**config.mk**
```make
export PLATFORM = sky130hd
export DESIGN_NAME = router_fsm
export DESIGN_NICKNAME = d
export VERILOG_FILES = /design/src/rtl/router_pkg.sv /design/src/rtl/router_fsm.sv
export SDC_FILE = /design/constraint.sdc
export NUM_CORES = 1
export LEC_CHECK = 0
export ABC_CLOCK_PERIOD_IN_PS = 3450
export CORE_AREA = 2 2 39 41
export CTS_BUF_LIST = sky130_fd_sc_hd__clkbuf_8
export CTS_CLUSTER_SIZE = 40
export DETAILED_ROUTE_END_ITERATION = 12
export DIE_AREA = 0 0 41 43
export MAX_ROUTING_LAYER = met4
export PLACE_DENSITY = 0.74
export SYNTH_ARGS = -nofsm -noshare
export SYNTH_HDL_FRONTEND = slang
export SYNTH_SLANG_ARGS = --single-unit
export TNS_END_PERCENT = 10
```
**constraint.sdc**
```tcl
create_clock -name clock -period 3.45 [get_ports clock]
set_input_delay 0.69 -clock clock [delete_from_list [all_inputs] [get_ports clock]]
set_output_delay 0.69 -clock clock [all_outputs]
set_load 0.05 [all_outputs]
```
**src/rtl/router_pkg.sv**
```systemverilog
// Shared types and constants for the 1x3 router packet-sequencing controller.
package router_pkg;

    localparam int ADDR_W = 2;
    localparam logic [1:0] ADDR_INVALID = 2'b11;

    typedef enum logic [2:0] {
        DECODE_ADDRESS     = 3'd0,
        LOAD_FIRST_DATA    = 3'd1,
        LOAD_DATA          = 3'd2,
        FIFO_FULL_STATE    = 3'd3,
        LOAD_AFTER_FULL    = 3'd4,
        LOAD_PARITY        = 3'd5,
        CHECK_PARITY_ERROR = 3'd6,
        WAIT_TILL_EMPTY    = 3'd7
    } router_state_t;

endpackage

```
**src/rtl/router_fsm.sv**
```systemverilog
// Packet-sequencing FSM for the 1x3 router: header decode, payload, parity, check.
// Optional completed-packet counter enabled by defining ROUTER_FSM_PKT_CNT_EN.
module router_fsm
    import router_pkg::*;
#(
    parameter int ADDR_W = 2
`ifdef ROUTER_FSM_PKT_CNT_EN
    ,
    parameter int CNT_W  = 16
`endif
) (
    input  logic              clock,
    input  logic              reset,
    input  logic              pkt_valid,
    input  logic [ADDR_W-1:0] data_in,
    input  logic              fifo_full,
    input  logic              fifo_empty_0,
    input  logic              fifo_empty_1,
    input  logic              fifo_empty_2,
    input  logic              soft_reset_0,
    input  logic              soft_reset_1,
    input  logic              soft_reset_2,
    input  logic              parity_done,
    input  logic              low_pkt_valid,
    output logic              busy,
    output logic              detect_add,
    output logic              lfd_state,
    output logic              ld_state,
    output logic              laf_state,
    output logic              full_state,
    output logic              write_enb_reg,
    output logic              rst_int_reg
`ifdef ROUTER_FSM_PKT_CNT_EN
    ,
    output logic [CNT_W-1:0]  pkt_count
`endif
);

    router_state_t     state_q, state_d;
    logic [ADDR_W-1:0] addr_q, addr_d;
    logic              empty_sel;
    logic              soft_rst_sel;
    logic [ADDR_W-1:0] empty_addr;
    logic              hdr_ok;

    // In DECODE_ADDRESS the header is still on data_in; elsewhere use the latched address.
    always_comb begin
        empty_addr = (state_q == DECODE_ADDRESS) ? data_in : addr_q;
        empty_sel  = 1'b0;
        if (empty_addr == ADDR_W'(0)) empty_sel = fifo_empty_0;
        else if (empty_addr == ADDR_W'(1)) empty_sel = fifo_empty_1;
        else if (empty_addr == ADDR_W'(2)) empty_sel = fifo_empty_2;
    end

    always_comb begin
        soft_rst_sel = 1'b0;
        if (addr_q == ADDR_W'(0)) soft_rst_sel = soft_reset_0;
        else if (addr_q == ADDR_W'(1)) soft_rst_sel = soft_reset_1;
        else if (addr_q == ADDR_W'(2)) soft_rst_sel = soft_reset_2;
    end

    assign hdr_ok = pkt_valid && (data_in != ADDR_W'(ADDR_INVALID));

    always_comb begin
        state_d = state_q;
        addr_d  = addr_q;
        if (state_q == DECODE_ADDRESS && pkt_valid)
            addr_d = data_in;
        unique case (state_q)
            DECODE_ADDRESS:
                if (hdr_ok) state_d = empty_sel ? LOAD_FIRST_DATA : WAIT_TILL_EMPTY;
            LOAD_FIRST_DATA:
                state_d = LOAD_DATA;
            LOAD_DATA:
                if (fifo_full)       state_d = FIFO_FULL_STATE;
                else if (!pkt_valid) state_d = LOAD_PARITY;
            FIFO_FULL_STATE:
                if (!fifo_full) state_d = LOAD_AFTER_FULL;
            LOAD_AFTER_FULL:
                if (parity_done)        state_d = DECODE_ADDRESS;
                else if (low_pkt_valid) state_d = LOAD_PARITY;
                else                    state_d = LOAD_DATA;
            LOAD_PARITY:
                state_d = CHECK_PARITY_ERROR;
            CHECK_PARITY_ERROR:
                state_d = fifo_full ? FIFO_FULL_STATE : DECODE_ADDRESS;
            WAIT_TILL_EMPTY:
                if (empty_sel) state_d = LOAD_FIRST_DATA;
            default:
                state_d = DECODE_ADDRESS;
        endcase
        // Timeout of the addressed FIFO abandons the packet from any active state.
        if (state_q != DECODE_ADDRESS && soft_rst_sel)
            state_d = DECODE_ADDRESS;
    end

    always_ff @(posedge clock or posedge reset) begin
        if (reset) begin
            state_q <= DECODE_ADDRESS;
            addr_q  <= '0;
        end else begin
            state_q <= state_d;
            addr_q  <= addr_d;
        end
    end

`ifdef ROUTER_FSM_PKT_CNT_EN
    logic [CNT_W-1:0] pkt_count_q, pkt_count_d;

    // CHECK_PARITY_ERROR never loops on itself, so entering it is just state_d hitting it.
    always_comb begin
        pkt_count_d = pkt_count_q;
        if (state_d == CHECK_PARITY_ERROR && state_q != CHECK_PARITY_ERROR)
            pkt_count_d = pkt_count_q + CNT_W'(1);
    end

    always_ff @(posedge clock or posedge reset) begin
        if (reset) pkt_count_q <= '0;
        else       pkt_count_q <= pkt_count_d;
    end

    assign pkt_count = pkt_count_q;
`endif

    assign detect_add    = (state_q == DECODE_ADDRESS);
    assign lfd_state     = (state_q == LOAD_FIRST_DATA);
    assign ld_state      = (state_q == LOAD_DATA);
    assign full_state    = (state_q == FIFO_FULL_STATE);
    assign laf_state     = (state_q == LOAD_AFTER_FULL);
    assign rst_int_reg   = (state_q == CHECK_PARITY_ERROR);
    assign write_enb_reg = (state_q == LOAD_DATA) || (state_q == LOAD_PARITY)
                        || (state_q == LOAD_AFTER_FULL);
    assign busy          = !((state_q == DECODE_ADDRESS) || (state_q == LOAD_DATA));

endmodule

```
==> impl_metrics.json, run 1 <==
{
  "status": "complete, no violations",
  "synth_top_area_cell": "dfrtp_1",
  "synth_seq_area_share_pct": 24.57,
  "finalSetupViolCount": 0,
  "reg2regPathDepth": 5,
  "regToRegSetupSlack_ps": 1590,
  "yosys.area.top_type_share_pct": 24.57,
  "synth-seq-cells": 5,
  "area_growth_syn_to_layout_pct": 51.11,
  "powerDensity_mw_per_mm2": 997.8,
  "antenna_found_initial": 0,
  "period_share_pct": 78.57,
  "path_cells": "nor3_4 > clkdlybuf4s50_1",
  "drv_cap": 0,
  "max_freq_ghz": 0.3689,
  "num_io_pins": 22,
  "cts.clk_slew.worst_paths_ps": 30,
  "yosysWarnings": 0,
  "ys_top_cells_by_count": "6 x nor2_1, 5 x dfrtp_1, 5 x nand2_1",
  "drcViolationCount": 0,
  "synth_top_family_by_area": "compound AO/OA/AOI/OAI gates",
  "regToRegStartpoint": "state_q[2]",
  "cp_data_required_time_ps": 2760,
  "initial_core_util_pct": 36.80,
  "synth_edf_count": 0,
  "final_util_pct": 55.61,
  "cp.depth": 2,
  "grt_pass1_wl_mm": 1.945,
  "synth.most_common_cell": "nor2_1",
  "hpwl_um": 969.7,
  "async_flop_share_pct": 100.0,
  "final.setup.tns_ps": 0,
  "vias_per_cell": 5.417,
  "synthFlopType": "dfrtp_1",
  "ys_top_cells_by_area": "dfrtp_1 25%, mux2i_1 5.9%, a2111oi_4 5.4%",
  "synth_nets": 72,
  "hold_end": "addr_q[1]",
  "coreArea_sq_mm": 0.001384,
  "drive_above_1_share_pct": 12.50,
  "ys_types": 33,
  "synth.area.mux_share_pct": 10.32,
  "worstHoldStart": "addr_q[1]",
  "ctsHoldBuffers": 0,
  "wl_mm": 1.226,
  "hp-class": "flop to flop",
  "synth.avg_cell_area_sq_um": 8.780,
  "setup.worst_path.end_class": "output port",
  "crit_start": "state_q[2]",
  "cp_num_buf_inv": 1,
  "final.fill_count": 146,
  "rows": 14,
  "clk_path_buf_depth": 2,
  "worst_slack_ps": 739.3,
  "grt_max_degree": 16,
  "numPortBuffers": 21,
  "hold_viol_final": 0,
  "worst_slew_pin_slew_ps": 496.6,
  "htreeDepth": 1,
  "die_h_um": 43,
  "yosys.area_share.adder_pct": 0,
  "clk_latency_ps": 220,
  "n_antenna_cell": 0,
  "crit_arrival_ps": 2020,
  "hold_depth": 1,
  "cts_buffers": 3,
  "drt-initial-drc-count": 6,
  "die_w_um": 41,
  "grt_use_total_pct": 15.96,
  "critPathLaunchType": "flop",
  "reg2reg_to": "state_q[0]",
  "preCtsSetupSlack_ps": 974.5,
  "routabilityCongestion": 0.7444,
  "critPathTopFamily": "buffers and inverters",
  "p_leak_nw": 0.3090,
  "tritoncts_num_sinks": 5,
  "die_area_sq_mm": 0.001763,
  "critical_path.max_stage_delay_ps": 870,
  "nets": 95,
  "cts_resized": 0,
  "worstPathMaxFanout": 15,
  "drtPass1Iterations": 4,
  "syn_area_sq_um": 509.2,
  "grt_pass1_vias": 501,
  "cts_setup_buffers": 0,
  "slew_headroom_pct": 66.79,
  "crit_slowest_cell": "clkdlybuf4s50_1",
  "crit_type": "flop to output port",
  "slew_viol_final": 0,
  "cts_root_buf": "clkbuf_8",
  "min_period_ps": 2711,
  "grt_overflow": 0,
  "cts_tree": "built",
  "max-vdd-ir-drop_uv": 518.1,
  "skew_ps": 0.8194,
  "synthXorXnorAreaFrac_pct": 1.720,
  "wl_per_cell_um": 12.77,
  "syn-instance-count": 58,
  "postRouteAntennaNets": 0,
  "synth_simple_gate_area_share_pct": 28.26,
  "rsz0062_at_grt": "false",
  "synth_compound_area_share_pct": 30.71,
  "num_vias": 520
}
power breakdown:
| group | total (mW) | switching (mW) | leakage, nW | internal, mW |
|---|---|---|---|---|
| Combinational | 0.493 | 0.281 | 0.221 | 0.211 |
| Clock | 0.103 | 0.0270 | 0.0269 | 0.0761 |
| Sequential | 0.172 | 0.0842 | 0.0614 | 0.0877 |
layout make-up:
type	count	area (sq um)	area share (%)
clock buffer	3	41.29	5.366
clock inverter	1	3.754	0.4878
inverter	2	7.507	0.9756
multi-input combinational	48	361.6	46.99
sequential	5	125.1	16.26
tap	16	20.02	2.602
timing repair buffer	21	210.2	27.32
metrics by stage:
step                instances  cell area [sq um]  total power, mW  hold slack, ps
global placement           92              724.4           0.6623           626.1
detailed placement         92              724.4           0.6658           641.5
global route               96              769.5           0.8222           666.7
CTS                        96              769.5           0.7734           650.2
finish                     96              769.5           0.7678           640.3
floorplan                  58              509.2           0.5340           468.5
placed cells by master, fill, tap and decap left out, types with 2 or more instances in the layout:
cell type,Yosys,layout
nand2_1,5,5
a22o_1,2,2
nor3_2,2,2
nand2b_1,2,2
inv_1,2,3
clkdlybuf4s50_1,0,21
o221ai_1,2,2
clkbuf_8,0,3
mux2_2,2,2
dfrtp_1,5,5
mux2i_1,3,3
a21oi_1,2,2
o21ai_0,2,2
nor2_1,6,6
cells by family (layout without fill, tap and decap cells):
family,Yosys count,in the layout
buffers and inverters,5,27
muxes,5,5
xor gates and xnor gates,1,1
and+or+nand+nor,23,23
AOI/OAI and AO/OA,19,19
DFF,5,5
worst max path at each step:
stage / endpoint / slack [ps]
after floorplan: write_enb_reg / 880
after global placement: detect_add / 1000
after detailed placement: detect_add / 970
after CTS: detect_add / 740
after global routing: write_enb_reg / 600
final: detect_add / 740
sequential cells by signal, indices dropped and copies added, names as in the netlist:
name	cells
addr_q	2
state_q	3
per-layer routing:
| metal | GRT usage, % | vias up | part of all wire (%) | routed length [um] |
|---|---|---|---|---|
| met4 | 4.000 | 0 | 0 | 0 |
| met1 | 20.07 | 241 | 46 | 564 |
| met3 | 3.141 | 0 | 6.1 | 75 |
| li1 | - | 263 | - | - |
| met5 | - | - | 0 | 0 |
| met2 | 25.31 | 16 | 48 | 587 |
(Power assumes the default switching activity.)
==> inputs of run 2 (changes only) <==
--- a/config.mk
+++ b/config.mk
@@ -5,7 +5,7 @@
 export SDC_FILE = /design/constraint.sdc
 export NUM_CORES = 1
 export LEC_CHECK = 0
-export ABC_CLOCK_PERIOD_IN_PS = 3450
+export ABC_CLOCK_PERIOD_IN_PS = 2500
 export CORE_AREA = 2 2 39 41
 export CTS_BUF_LIST = sky130_fd_sc_hd__clkbuf_8
 export CTS_CLUSTER_SIZE = 40
==> constraint.sdc (replaced) <==
create_clock -name clock -period 2.5 [get_ports clock]
set_input_delay 0.5 -clock clock [delete_from_list [all_inputs] [get_ports clock]]
set_output_delay 0.5 -clock clock [all_outputs]
set_load 0.05 [all_outputs]
==> run 2 against run 1 <==
Total power rose by 43%. Sequential share of layout area fell by 0.23 points. Clock-buffer cell count did not move. Clock power grew 43%. Utilization up 0.81 points. Cell count increased by 3.1%. Highest routed layer is now met4.
==> impl_metrics.json, run 2 (same netlist as run 1, synthesis figures left out) <==
{
  "status": "complete, no violations",
  "p_sw_share_pct": 51.28,
  "cts.clk_slew.worst_paths_ps": 40,
  "routabilityCongestion": 0.8249,
  "max-vdd-ir-drop_uv": 549.3,
  "die_w_um": 41,
  "final.setup.tns_ps": 0,
  "antenna_found_initial": 0,
  "slew_viol_final": 0,
  "p_leak_nw": 0.3307,
  "cts_resized": 0,
  "hp-class": "primary input to async pin",
  "worst_slew_pin_slew_ps": 495.8,
  "reg2reg_to": "state_q[0]",
  "critPathLaunchType": "flop",
  "crit_type": "flop to output port",
  "die_h_um": 43,
  "final_common_cell": "clkdlybuf4s50_1",
  "p_int_uw": 533.1,
  "drtPass1Iterations": 4,
  "hpwl_mm": 1.025,
  "crit_arrival_ps": 1790,
  "final_cell_mix": "16 x clkdlybuf4s50_1, 8 x buf_4, 6 x nor2_1",
  "grt_overflow": 0,
  "num_io_pins": 22,
  "wl_per_cell_um": 13.64,
  "pwr-share-clk_pct": 13.5,
  "n_antenna_cell": 0,
  "final_util_pct": 56.42,
  "grt_pass1_wl_mm": 2.118,
  "rows": 14,
  "cts_buffers": 3,
  "num_vias": 538,
  "postRouteAntennaNets": 0,
  "cts_setup_buffers": 0,
  "pwr-share-comb_pct": 68.1,
  "clk_path_buf_depth": 2,
  "tritoncts_num_sinks": 5,
  "max_freq_ghz": 0.4368,
  "slew_headroom_pct": 66.84,
  "drive_above_1_share_pct": 22.89,
  "grt_pass1_vias": 520,
  "largest_reg_flops": 3,
  "reg_top3": "state_q (3), addr_q (2)",
  "numPortBuffers": 21,
  "coreArea_sq_mm": 0.001384,
  "finalSetupViolCount": 0,
  "regToRegSetupSlack_ps": 530,
  "htreeDepth": 1,
  "ctsHoldBuffers": 0,
  "p_seq_share_pct": 18.5,
  "drcViolationCount": 0,
  "powerDensity_mw_per_mm2": 1402,
  "period_share_pct": 91.57,
  "reg2regPathDepth": 6,
  "initial_core_util_pct": 36.80,
  "regToRegStartpoint": "state_q[0]",
  "drt-initial-drc-count": 7,
  "rsz0062_at_grt": "false",
  "drv_cap": 0,
  "vias_per_cell": 5.434,
  "clk_latency_ps": 220,
  "area_growth_syn_to_layout_pct": 53.32,
  "worstPathMaxFanout": 8,
  "setup.worst_path.end_class": "output port",
  "min_period_ps": 2289,
  "cp_data_required_time_ps": 2000,
  "skew_ps": 0.9443,
  "cts_tree": "built",
  "switching_power_uw": 561.2,
  "cts_root_buf": "clkbuf_8",
  "grt_use_total_pct": 18.20,
  "grt_max_degree": 12,
  "die_area_sq_mm": 0.001763,
  "hold_viol_final": 0,
  "top_register": "state_q",
  "wl_mm": 1.350,
  "nets": 98
}
-- run 2: area by class of cell --
class                   instances  area, sq um
well taps                      16        20.02
clock buffers                   3        41.29
inverters                       2        7.507
repair buffers                 24        220.2
clock inverters                 1        5.005
multi-input cells              48        361.6
fillers                       129        603.1
flip-flops and latches          5        125.1
-- run 2: worst max path at each step --
stage               start  slack [ps]             to  depth (start not counted)
2_1_floorplan  state_q[0]         120  write_enb_reg                          3
3_3_place_gp   data_in[1]         370     state_q[0]                          6
3_5_place_dp   data_in[1]         330     state_q[0]                          6
4_1_cts        state_q[1]         210      laf_state                          3
5_1_grt        state_q[1]         160      laf_state                          3
6_report       state_q[1]         210      laf_state                          3
-- run 2: critical path, stage by stage (launching register included) --
cell	delay, ps
dfrtp_1	480
nand2b_1	200
nor2_1	90
clkdlybuf4s50_1	800
-- run 2: power groups by stage --
stage,clock [mW],sequential (mW),combinational [mW]
2_1_floorplan,0,0.175,0.562
3_3_place_gp,0,0.201,0.737
3_5_place_dp,0,0.201,0.743
4_1_cts,0.149,0.201,0.749
5_1_grt,0.156,0.212,0.801
6_report,0.147,0.202,0.745
-- run 2: metrics by stage --
step / setup WS (ps) / power [mW] / cells / area (sq um) / hold slack [ps]
floorplan: 117.3 / 0.7369 / 58 / 509.2 / 278.5
global placement: 374.3 / 0.9379 / 95 / 734.5 / 628.4
detailed placement: 333.9 / 0.9448 / 95 / 734.5 / 626.2
CTS: 213.7 / 1.099 / 99 / 780.7 / 522.6
global route: 161.9 / 1.169 / 99 / 780.7 / 536.8
finish: 210.9 / 1.094 / 99 / 780.7 / 516.2
-- run 2: routing by layer --
layer	track usage, %	wire (um)	vias up
met4	8.667	42	0
met3	3.141	74	4
met5	-	0	-
met2	30.63	682	19
met1	19.28	550	245
li1	-	-	270
